==> src/rtl/aposta_tx.sv <==
// aposta_tx -- transmitter side of the lottery bet interface.
//
// Accepts one packed ticket over a valid/ready handshake and replays it into
// the Loteria checker as a fixed sequence:
//   novo_jogo pulse, NUM_DIGITS insere strobes (digit 0 first),
//   SETTLE_CYCLES of fim_jogo, one res_valid cycle with the captured result,
//   and a final fim pulse when the ticket was flagged as the session's last.
//
// Ports
//   clock, reset            rising-edge clock, asynchronous active-high reset
//   aposta, aposta_valid,   packed ticket (digit i in bits [4i+3:4i]) offered by
//   ultimo, aposta_ready    the source; ultimo marks the last ticket of a session
//   numero, insere,         stimulus to Loteria
//   novo_jogo, fim_jogo, fim
//   premio, p1, p2          result from Loteria, sampled at the end of the settle window
//   res_valid, res_premio,  one-cycle result strobe; res_* hold until next capture
//   res_p1, res_p2
//   jogos                   completed-game count, saturating at 255
//   busy                    high whenever the sequencer is not idle
//
// Every output is a register loaded from the next-state decode, so nothing
// reaches an output combinationally from an input.

module aposta_tx #(
    parameter int NUM_DIGITS    = 5,
    parameter int SETTLE_CYCLES = 4
) (
    input  logic                    clock,
    input  logic                    reset,
    input  logic [4*NUM_DIGITS-1:0] aposta,
    input  logic                    aposta_valid,
    input  logic                    ultimo,
    output logic                    aposta_ready,
    output logic [3:0]              numero,
    output logic                    insere,
    output logic                    novo_jogo,
    output logic                    fim_jogo,
    output logic                    fim,
    input  logic [1:0]              premio,
    input  logic [4:0]              p1,
    input  logic [4:0]              p2,
    output logic                    res_valid,
    output logic [1:0]              res_premio,
    output logic [4:0]              res_p1,
    output logic [4:0]              res_p2,
    output logic [7:0]              jogos,
    output logic                    busy
);

    // One counter serves both the digit index (ENVIA) and the settle window (ESPERA).
    localparam int CNT_MAX = (NUM_DIGITS > SETTLE_CYCLES) ? NUM_DIGITS : SETTLE_CYCLES;
    localparam int CNT_W   = (CNT_MAX > 1) ? $clog2(CNT_MAX) : 1;

    typedef enum logic [2:0] {
        S_IDLE    = 3'd0,
        S_NOVO    = 3'd1,
        S_ENVIA   = 3'd2,
        S_ESPERA  = 3'd3,
        S_CAPTURA = 3'd4,
        S_FINAL   = 3'd5
    } state_t;

    state_t                    r_state;
    state_t                    w_nxt_state;
    logic [CNT_W-1:0]          r_cnt;
    logic [CNT_W-1:0]          w_nxt_cnt;
    logic [4*NUM_DIGITS-1:0]   r_ticket;
    logic                      r_ultimo;

    logic                      w_xfer;
    logic                      w_capture;

    logic                      w_ready;
    logic [3:0]                w_numero;
    logic                      w_insere;
    logic                      w_novo;
    logic                      w_fim_jogo;
    logic                      w_fim;
    logic                      w_res_valid;
    logic                      w_busy;

    logic                      r_ready;
    logic [3:0]                r_numero;
    logic                      r_insere;
    logic                      r_novo;
    logic                      r_fim_jogo;
    logic                      r_fim;
    logic                      r_res_valid;
    logic [1:0]                r_res_premio;
    logic [4:0]                r_res_p1;
    logic [4:0]                r_res_p2;
    logic [7:0]                r_jogos;
    logic                      r_busy;

    // r_ready is exactly "state is IDLE" once out of reset, so it doubles as the
    // handshake qualifier.
    assign w_xfer    = aposta_valid & r_ready;
    // Result is sampled on the edge that closes the last settle cycle.
    assign w_capture = (r_state == S_ESPERA) && (w_nxt_state == S_CAPTURA);

    // State register, ticket register, output registers
    always_ff @(posedge clock or posedge reset) begin
        if (reset) begin
            r_state      <= S_IDLE;
            r_cnt        <= '0;
            r_ticket     <= '0;
            r_ultimo     <= 1'b0;
            r_ready      <= 1'b0;
            r_numero     <= 4'd0;
            r_insere     <= 1'b0;
            r_novo       <= 1'b0;
            r_fim_jogo   <= 1'b0;
            r_fim        <= 1'b0;
            r_res_valid  <= 1'b0;
            r_res_premio <= 2'd0;
            r_res_p1     <= 5'd0;
            r_res_p2     <= 5'd0;
            r_jogos      <= 8'd0;
            r_busy       <= 1'b0;
        end else begin
            r_state     <= w_nxt_state;
            r_cnt       <= w_nxt_cnt;
            r_ready     <= w_ready;
            r_numero    <= w_numero;
            r_insere    <= w_insere;
            r_novo      <= w_novo;
            r_fim_jogo  <= w_fim_jogo;
            r_fim       <= w_fim;
            r_res_valid <= w_res_valid;
            r_busy      <= w_busy;
            if (w_xfer) begin
                r_ticket <= aposta;
                r_ultimo <= ultimo;
            end
            if (w_capture) begin
                r_res_premio <= premio;
                r_res_p1     <= p1;
                r_res_p2     <= p2;
                if (r_jogos != 8'hFF) begin
                    r_jogos <= r_jogos + 8'd1;
                end
            end
        end
    end

    // Next-state logic
    always_comb begin
        w_nxt_state = r_state;
        w_nxt_cnt   = r_cnt;
        case (r_state)
            S_IDLE: begin
                if (w_xfer) begin
                    w_nxt_state = S_NOVO;
                end
            end
            S_NOVO: begin
                w_nxt_state = S_ENVIA;
                w_nxt_cnt   = '0;
            end
            S_ENVIA: begin
                if (r_cnt == CNT_W'(NUM_DIGITS - 1)) begin
                    w_nxt_state = S_ESPERA;
                    w_nxt_cnt   = '0;
                end else begin
                    w_nxt_cnt = r_cnt + 1'b1;
                end
            end
            S_ESPERA: begin
                if (r_cnt == CNT_W'(SETTLE_CYCLES - 1)) begin
                    w_nxt_state = S_CAPTURA;
                    w_nxt_cnt   = '0;
                end else begin
                    w_nxt_cnt = r_cnt + 1'b1;
                end
            end
            S_CAPTURA: begin
                w_nxt_state = r_ultimo ? S_FINAL : S_IDLE;
            end
            S_FINAL: begin
                w_nxt_state = S_IDLE;
            end
            default: begin
                w_nxt_state = S_IDLE;
                w_nxt_cnt   = '0;
            end
        endcase
    end

    // Output decode of the state being entered; registered above so each
    // strobe lines up with the cycle its state occupies.
    always_comb begin
        w_ready     = (w_nxt_state == S_IDLE);
        w_busy      = (w_nxt_state != S_IDLE);
        w_novo      = (w_nxt_state == S_NOVO);
        w_insere    = (w_nxt_state == S_ENVIA);
        w_fim_jogo  = (w_nxt_state == S_ESPERA);
        w_res_valid = (w_nxt_state == S_CAPTURA);
        w_fim       = (w_nxt_state == S_FINAL);
        w_numero    = 4'd0;
        if (w_nxt_state == S_ENVIA) begin
            for (int i = 0; i < NUM_DIGITS; i++) begin
                if (w_nxt_cnt == CNT_W'(i)) begin
                    w_numero = r_ticket[4*i +: 4];
                end
            end
        end
    end

    assign aposta_ready = r_ready;
    assign numero       = r_numero;
    assign insere       = r_insere;
    assign novo_jogo    = r_novo;
    assign fim_jogo     = r_fim_jogo;
    assign fim          = r_fim;
    assign res_valid    = r_res_valid;
    assign res_premio   = r_res_premio;
    assign res_p1       = r_res_p1;
    assign res_p2       = r_res_p2;
    assign jogos        = r_jogos;
    assign busy         = r_busy;

endmodule
==> config.mk <==
export PLATFORM = sky130hd
export DESIGN_NAME = aposta_tx
export DESIGN_NICKNAME = d
export VERILOG_FILES = /design/src/rtl/aposta_tx.sv
export SDC_FILE = /design/constraint.sdc
export NUM_CORES = 1
export LEC_CHECK = 0
export CAP_MARGIN = 25
export CORE_AREA = 2 2 82 115
export CTS_BUF_LIST = sky130_fd_sc_hd__clkbuf_4
export DETAILED_ROUTE_END_ITERATION = 8
export DIE_AREA = 0 0 84 117
export PLACE_DENSITY_LB_ADDON = 0.08
export SETUP_SLACK_MARGIN = 0.4
export SYNTH_ARGS = -nofsm -noshare
export SYNTH_HDL_FRONTEND = slang
export SYNTH_SLANG_ARGS = --single-unit
==> constraint.sdc <==
create_clock -name clock -period 2.2 [get_ports clock]
set_clock_uncertainty 0.05 [all_clocks]
set_input_delay 0.44 -clock clock [delete_from_list [all_inputs] [get_ports clock]]
set_output_delay 0.44 -clock clock [all_outputs]
set_load 0.01 [all_outputs]
==> results of run 1 <==
==> per-layer routing <==
layer  vias to the layer above  global-route usage  part of all wire
li1                        917                   -                 -
met1                       919               0.145              0.41
met2                        49               0.214              0.50
met3                        13              0.0407             0.057
met4                         0              0.0774             0.028
met5                         -                   0                 0
==> path summary, 6_finish.rpt <==
kind | start | endpoint | slack [ps] | depth (start not counted)
max | r_cnt[0]$_DFF_PP0_ | numero[0]$_DFF_PP0_ | 200 | 7
min | reset | res_p1[0]$_DFFE_PP0P_ | 390 | 3
max reg2reg | r_cnt[0]$_DFF_PP0_ | numero[0]$_DFF_PP0_ | 200 | 7
min reg2reg | res_premio[0]$_DFFE_PP0P_ | res_premio[0]$_DFFE_PP0P_ | 430 | 2
max in group asynchronous | reset | r_state[1]$_DFF_PP0_ | 1400 | 3
min in group clock | res_premio[0]$_DFFE_PP0P_ | res_premio[0]$_DFFE_PP0P_ | 430 | 2
==> where the power goes <==
part           switching, mW  total, mW  leakage, nW  internal [mW]
clock network          0.374      0.734       0.0741          0.359
logic                   1.04       2.31        0.986           1.27
registers              0.255       1.76        0.710           1.50
total                   1.67       4.80         1.77           3.13
==> sequential cells by signal, summed over array words and instances (netlist names), 2 cells and up <==
name / cells
r_ticket: 20
r_cnt: 3
res_premio: 2
res_p1: 5
numero: 4
res_p2: 5
jogos: 8
r_state: 3
==> cell families (layout without fill, tap and decap cells) <==
family / count (synthesis) / after routing / synth area share
DFF: 58 / 58 / 0.567
buffers and inverters: 15 / 115 / 0.0308
AOI/OAI and AO/OA: 21 / 21 / 0.0767
adders and majority gates: 5 / 5 / 0.0244
muxes: 26 / 26 / 0.114
and+or+nand+nor: 75 / 75 / 0.163
xor gates and xnor gates: 7 / 7 / 0.0239
==> cell type report <==
type                    count  area [um^2]
flip-flops and latches     58         1450
multi-input cells         134         1160
fillers                   889         5130
clock inverters             4         43.8
repair buffers             92          845
well taps                 107          134
clock buffers              11         82.6
inverters                   8         33.8
==> stage by stage <==
step	util	std cells	cell area, um^2	worst slack [ps]
floorplan	-	207	2590	315
global placement	0.384	381	3410	128
detailed placement	0.384	381	3410	127
CTS	0.409	408	3630	169
global route	0.422	414	3750	83.6
finish	0.422	414	3750	201
==> layout by cell type (no fill, tap or decap), types with 2 or more instances in the layout <==
cell / netlist / layout
dfrtp_1: 58 / 56
nand2_1: 43 / 42
clkdlybuf4s50_1: 0 / 41
buf_4: 0 / 25
dlygate4sd2_1: 0 / 23
mux2_2: 22 / 22
clkbuf_4: 0 / 11
inv_2: 3 / 6
xnor2_1: 5 / 5
nand3_1: 4 / 4
a22o_1: 4 / 4
mux2_1: 4 / 4
nor4b_2: 0 / 4
a221o_1: 4 / 4
a21oi_1: 3 / 3
ha_4: 0 / 3
nor3_1: 2 / 2
or3_4: 1 / 2
nor2_1: 2 / 2
and3_1: 2 / 2
xor2_1: 2 / 2
clkinv_2: 0 / 2
dlymetal6s2s_1: 0 / 2
dfrtp_2: 0 / 2
==> repair_timing <==
action	in CTS	in global routing
setup buffers	12	6
resized for setup	31	16
setup endpoints to repair	30	11
pin swaps	3	13
==> worst max-delay path, delay by kind of cell (launching register included) <==
family	cells	cell delay, ps
AOI/OAI and AO/OA	3	730
adders and majority gates	2	460
DFF	1	450
buffers and inverters	1	140
and+or+nand+nor	1	50
==> results.py, run 1 <==
metrics = {
    "critical_path": {
        "critPathRequiredTime_ps": 2440,
        "path_cells": "ha_4 -> ha_4 -> nor3b_4 -> buf_4 -> o211a_4 -> a22o_1 -> a221o_1",
        "crit_type": "register to register",
        "setup.worst_path.end_class": "register",
        "worstPathMaxFanout": 4,
        "critical_path.startpoint_type": "register",
        "arrival_ps": 2240,
        "critPathMaxStageDelay_ps": 450,
        "crit_slowest_cell": "dfrtp_2",
        "cp_common_cell": "ha_4",
    },
    "sta": {
        "setup_viol": 0,
        "slew_violations": 0,
        "final.min_clock_period_ps": 2000,
        "whs_ps": 394,
        "rsz0062_at_grt": "yes",
        "tns_ps": 0,
        "worstMarginPinSlew_ps": 416,
        "hold_viol": 0,
        "max_freq_mhz": 500,
        "fin_crit_sh": 0.909,
        "relSlewSlack": 0.722,
    },
    "synth": {
        "synth_edf_count": 0,
        "netlist_instances": 207,
        "synth_area_mm2": 0.00256,
        "synth.net_count": 248,
        "yosys-top-cells-count": "dfrtp_1, nand2_1, mux2_2",
        "synth_most_common_cell": "dfrtp_1",
        "synth_seq_cells": 58,
        "synth.yosys.warnings": 0,
        "yosysTopAreaCell": "dfrtp_1",
        "synth_top_area_frac": 0.567,
        "netlist_top_cells_area": "dfrtp_1, mux2_2, nand2_1",
        "ys_types": 48,
        "syn_avg_cell_area_um2": 12.4,
        "synth_flop_cell": "dfrtp_1",
        "synthArstFlopShare": 1.00,
        "ys_seq_area_frac": 0.567,
    },
    "pwr": {
        "leakage_nw": 1.77,
        "power.total_mw": 4.80,
        "cellPowerDensity_mw_per_mm2": 1280,
        "vdd_drop_max_mv": 0.543,
    },
    "global_route": {
        "grt_pass1_wl_um": 9600,
        "gr-usage-all-layers": 0.128,
        "antenna_found_initial": 0,
        "grt_pass1_vias": 1961,
        "grt_max_degree": 59,
        "grt_overflow": 0,
    },
    "routing": {
        "drt-wirelength-per-cell_um": 14.3,
        "drc_errors": 0,
        "num_vias": 1898,
        "viasPerCell": 4.58,
        "firstDrtPassIters": 2,
        "ant_nets": 0,
        "drt_wl_total_um": 5920,
        "initialDrtViolationCount": 42,
    },
    "clock_network": {
        "cts_inserted_buffers": 9,
        "h-tree-depth": 3,
        "cts_tree": "done",
        "clock_sinks": 58,
        "ctsHoldBuffers": 0,
        "clk_latency_ps": 400,
        "clkTransAtPathRegs_ps": 100,
        "clockBufferDepth": 2,
        "cts-root-buf": "clkbuf_4",
    },
    "floorplanning": {
        "initial_core_util": 0.289,
        "core_mm2": 0.00887,
        "die_area_mm2": 0.00983,
        "ioPinCount": 67,
        "die_x_um": 84,
        "dieHeight_um": 117,
        "num_rows": 41,
    },
    "final_layout": {
        "area_delta_synth_final_pct": 46.4,
        "insertedDiodeCount": 0,
        "nets": 344,
        "drive_above_1_share": 0.313,
    },
    "worst_hold_path": {
        "min_path_type": "primary input to async pin",
    },
    "run": {
        "maxCapViolations": 0,
    },
    "run_status": {
        "status": "completed",
    },
    "placement": {
        "port_buffers": 66,
        "gp_congestion": 0.826,
        "dp_hpwl_um": 4050,
    },
}
Note: power is estimated with default switching activity, not from simulation.
==> run 2, diff against run 1 <==
REMOVE_ABC_BUFFERS = 1   (was not set)
==> run 2 against run 1 <==
Against the previous run: combinational power is 6% lower; sequential share of layout area grew 0.36 points; non-clock buffer count shrank 3; setup slack about the same; maximum frequency hardly changed; design area fell by 0.83%; sequential cell count stayed put; via count up 0.32%; total power is 1.7% lower; final cell count is 0.48% lower; critical endpoint is now numero[1]$_DFF_PP0_.
==> results.py, run 2 (synthesis results as in run 1) <==
metrics = {
    "placement": {
        "gp_congestion": 0.805,
        "post-place-ws_ps": 101,
        "port_buffers": 66,
        "dp_hpwl_um": 4390,
    },
    "pwr": {
        "sw_frac_of_total": 0.355,
        "leakage_nw": 1.76,
        "pwr-share-comb": 0.460,
        "vdd_drop_max_mv": 0.494,
        "clockPowerShare": 0.167,
        "cellPowerDensity_mw_per_mm2": 1270,
        "switchingPower_mw": 1.68,
        "p_int_mw": 3.04,
        "power_frac_seq": 0.373,
    },
    "critical_path": {
        "timing.rr.start": "r_cnt[0]$_DFF_PP0_",
        "setup.worst_path.end_class": "register",
        "cp-startpoint": "r_cnt[0]$_DFF_PP0_",
        "worstPathMaxFanout": 4,
        "arrival_ps": 2250,
        "crit_type": "register to register",
        "critPathRequiredTime_ps": 2460,
        "critical_path.startpoint_type": "register",
    },
    "sta": {
        "worstMarginPinSlew_ps": 403,
        "relSlewSlack": 0.730,
        "fin_crit_sh": 0.908,
        "max_freq_mhz": 500,
        "tns_ps": 0,
        "final.min_clock_period_ps": 2000,
        "rsz0062_at_grt": "yes",
        "setup_ws_ps": 202,
        "hold_viol": 0,
        "setup_viol": 0,
        "slew_violations": 0,
    },
    "clock_network": {
        "cts_inserted_buffers": 9,
        "clock_sinks": 58,
        "cts_tree": "done",
        "cts-root-buf": "clkbuf_4",
        "clkTransAtPathRegs_ps": 100,
        "clk_latency_ps": 410,
        "h-tree-depth": 3,
        "clockBufferDepth": 2,
    },
    "routing": {
        "firstDrtPassIters": 4,
        "num_vias": 1904,
        "viasPerCell": 4.62,
        "drt-wirelength-per-cell_um": 15.3,
        "drc_errors": 0,
        "routed.top_layer": "met4",
        "initialDrtViolationCount": 87,
        "drt_wl_total_um": 6310,
        "routed-wl-met2_um": 3290,
        "route.met3.wl_um": 313,
        "ant_nets": 0,
        "drt-met1-wl_um": 2560,
    },
    "global_route": {
        "grt_pass1_wl_um": 10500,
        "grt_pass1_vias": 1995,
        "grt_overflow": 0,
        "antenna_found_initial": 0,
        "gr-usage-all-layers": 0.143,
        "grt_max_degree": 59,
    },
    "floorplanning": {
        "dieHeight_um": 117,
        "num_rows": 41,
        "ioPinCount": 67,
        "initial_core_util": 0.289,
        "die_area_mm2": 0.00983,
        "core_mm2": 0.00887,
        "die_x_um": 84,
    },
    "final_layout": {
        "multi_input_area_mm2": 0.00114,
        "final_util": 0.419,
        "largest_reg_flops": 20,
        "nets": 341,
        "fillers": 883,
        "layout_common_cells": "dfrtp_1, nand2_1, clkdlybuf4s50_1",
        "area_delta_synth_final_pct": 45.1,
        "register_area_mm2": 0.00146,
        "top_register": "r_ticket",
        "mostFrequentLayoutCell": "dfrtp_1",
        "insertedDiodeCount": 0,
        "drive_above_1_share": 0.321,
    },
    "worst_hold_path": {
        "min_path_type": "primary input to async pin",
    },
    "run_status": {
        "status": "completed",
    },
    "run": {
        "maxCapViolations": 0,
    },
}
-- run 2: stage by stage --
stage / area, um^2 / instances / hold slack (ps) / total power, mW
after detailed placement: 3390 / 382 / 411 / 3.80
final: 3720 / 412 / 351 / 4.72
after CTS: 3660 / 410 / 339 / 4.75
after global placement: 3390 / 382 / 410 / 3.78
after global routing: 3720 / 412 / 334 / 5.09
after floorplan: 2510 / 200 / 421 / 2.96
-- run 2: metal layers --
| metal | vias to the layer above | global-route usage |
|---|---|---|
| met5 | - | 0 |
| met1 | 929 | 0.161 |
| met4 | 0 | 0.0667 |
| met3 | 12 | 0.0533 |
| li1 | 914 | - |
| met2 | 49 | 0.242 |
-- run 2: what timing repair did --
action                                  CTS  global route
endpoints found under the setup margin   39            11
pin swaps                                10             1
setup buffers                            12             2
hold buffers                              0             0
resized for setup                        48            11
-- run 2: final cells by class --
type                            instances  share of cell area
Inverter                                8             0.00808
Clock inverter                          3              0.0108
Multi-Input combinational cell        134               0.307
Timing Repair Buffer                   89               0.220
Sequential cell                        58               0.391
Clock buffer                           13              0.0263
Tap cell                              107              0.0360
-- run 2: path summary, 6_finish.rpt --
check | end | slack [ps] | cells after the start
hold / removal | res_p2[4]$_DFFE_PP0P_ | 350 | 3
max in group asynchronous | r_cnt[2]$_DFF_PP0_ | 1470 | 3
hold reg to reg | res_p1[3]$_DFFE_PP0P_ | 430 | 2
setup reg to reg | numero[1]$_DFF_PP0_ | 200 | 8
setup / recovery | numero[1]$_DFF_PP0_ | 200 | 8
min in group clock | res_p1[3]$_DFFE_PP0P_ | 430 | 2
-- run 2: power by group through the flow --
stage	sequential (mW)	combinational (mW)	clock, mW
finish	1.76	2.17	0.790
global placement	1.79	1.99	0
global route	1.81	2.40	0.884
floorplan	1.82	1.14	0
detailed placement	1.78	2.02	0
CTS	1.76	2.16	0.833
-- run 2: worst max-delay path: stages (launching register included) --
cell,delay (ps)
dfrtp_1,420
ha_4,170
inv_2,40
ha_2,150
nand4b_1,120
o31ai_4,110
o211a_2,300
a22o_1,190
a221o_1,340
==> run 3, diff against run 2 <==
clock period = 2.5 ns   (was 2.2 ns; I/O delays follow)
==> run 3 against run 2 <==
Against the previous run: total power down 12%; largest cell class unchanged; core utilization down 1.1 points; sequential cell count unchanged; highest routed layer unchanged; count of clock-buffer cells in the layout down 2; sequential power down 9.7%; setup slack better by 250 ps; register-to-register slack better by 250 ps; global-route usage down 0.91 points; routed wire length down 0.46%; critical path type unchanged.
==> results.py, run 3 (synthesis results as in run 1) <==
metrics = {
    "clock_network": {
        "h-tree-depth": 3,
        "cts_inserted_buffers": 9,
        "clkTransAtPathRegs_ps": 110,
        "ctsHoldBuffers": 0,
        "cts_tree": "done",
        "cts-root-buf": "clkbuf_4",
        "clock_sinks": 58,
        "clk_latency_ps": 400,
        "clockBufferDepth": 2,
    },
    "global_route": {
        "grt_overflow": 0,
        "grt_pass1_vias": 1915,
        "grt_pass1_wl_um": 10000,
        "grt_max_degree": 59,
        "gr-usage-all-layers": 0.134,
        "antenna_found_initial": 0,
    },
    "routing": {
        "num_vias": 1846,
        "firstDrtPassIters": 4,
        "drc_errors": 0,
        "drt-wirelength-per-cell_um": 15.6,
        "viasPerCell": 4.59,
        "drt_wl_total_um": 6280,
        "ant_nets": 0,
        "initialDrtViolationCount": 54,
    },
    "sta": {
        "setup_ws_ps": 448,
        "tns_ps": 0,
        "fin_crit_sh": 0.821,
        "setup_viol": 0,
        "max_freq_mhz": 487,
        "slew_violations": 0,
        "rsz0062_at_grt": "no",
        "whs_ps": 429,
        "relSlewSlack": 0.695,
        "final.min_clock_period_ps": 2050,
        "worstMarginPinSlew_ps": 458,
        "hold_viol": 0,
    },
    "worst_hold_path": {
        "min_path_type": "primary input to async pin",
    },
    "placement": {
        "place_area_mm2": 0.00334,
        "post-place-ws_ps": 342,
        "gp_congestion": 0.804,
        "place_inst": 376,
        "dp_hpwl_um": 4300,
        "port_buffers": 66,
    },
    "critical_path": {
        "arrival_ps": 2290,
        "rr_worst_depth": 7,
        "cp-startpoint": "r_cnt[1]$_DFF_PP0_",
        "crit_type": "register to register",
        "setup.worst_path.end_class": "register",
        "worstPathMaxFanout": 4,
        "critPathRequiredTime_ps": 2740,
        "timing.rr.start": "r_cnt[1]$_DFF_PP0_",
        "critical_path.startpoint_type": "register",
    },
    "final_layout": {
        "top_register": "r_ticket",
        "area_delta_synth_final_pct": 41.2,
        "finalInstanceArea_mm2": 0.00362,
        "insertedDiodeCount": 0,
        "nets": 331,
        "largest_reg_flops": 20,
        "layout_common_cells": "clkdlybuf4s50_1, dfrtp_1, nand2_1",
        "final_util": 0.407,
        "mostFrequentLayoutCell": "clkdlybuf4s50_1",
        "layout.cells.non_filler": 402,
        "drive_above_1_share": 0.264,
    },
    "pwr": {
        "clockPowerShare": 0.136,
        "cellPowerDensity_mw_per_mm2": 1140,
        "power.total_mw": 4.14,
        "power_frac_seq": 0.385,
        "vdd_drop_max_mv": 0.457,
        "sw_frac_of_total": 0.363,
        "leakage_nw": 1.60,
        "switchingPower_mw": 1.50,
        "p_int_mw": 2.63,
        "pwr-share-comb": 0.479,
    },
    "run": {
        "maxCapViolations": 0,
    },
    "floorplanning": {
        "ioPinCount": 67,
        "num_rows": 41,
        "core_mm2": 0.00887,
        "die_x_um": 84,
        "initial_core_util": 0.289,
        "dieHeight_um": 117,
        "die_area_mm2": 0.00983,
    },
    "run_status": {
        "status": "completed",
    },
}
==> run 3: area by class of cell <==
cell class,instances,area [um^2]
Sequential cell,58,1460
Multi-Input combinational cell,135,1130
Clock inverter,5,21.3
Tap cell,107,134
Inverter,8,30.0
Timing Repair Buffer,78,763
Clock buffer,11,82.6
Fill cell,866,5260
==> run 3: power by group through the flow <==
stage	Sequential, mW	Clock, mW	Combinational, mW
finish	1.59	0.561	1.98
global route	1.64	0.633	2.16
CTS	1.59	0.590	1.79
detailed placement	1.61	0	1.71
global placement	1.62	0	1.68
floorplan	1.60	0	1.00
==> run 3: worst paths after layout <==
check	end	slack [ps]
hold / removal	res_p2[4]$_DFFE_PP0P_	430
hold reg to reg	res_p2[4]$_DFFE_PP0P_	430
max in group asynchronous	r_state[0]$_DFF_PP0_	1700
setup reg to reg	numero[2]$_DFF_PP0_	450
setup / recovery	numero[2]$_DFF_PP0_	450
min in group clock	res_p2[4]$_DFFE_PP0P_	430
==> run 3: what timing repair did <==
action                                  4_1_cts  5_1_grt
pin swaps                                     2        9
gates cloned                                  1        0
setup buffers                                 3        6
gates resized for setup                       4       16
hold endpoints to repair                      0        0
endpoints found under the setup margin        8        5
==> run 3: routing by layer <==
layer / global-route usage / vias to the layer above / share of wire
met5: 0 / - / 0
met4: 0.0452 / 0 / 0.011
met3: 0.0379 / 5 / 0.039
met2: 0.222 / 38 / 0.51
met1: 0.169 / 913 / 0.44
li1: - / 890 / -
==> run 3: worst max-delay path, cell delays in order (launching register included) <==
cell and delay (ps):
dfrtp_1 420, inv_1 110, ha_4 180, a21oi_4 150
nor3b_4 290, or2_4 170, and3b_2 240, a221o_1 320
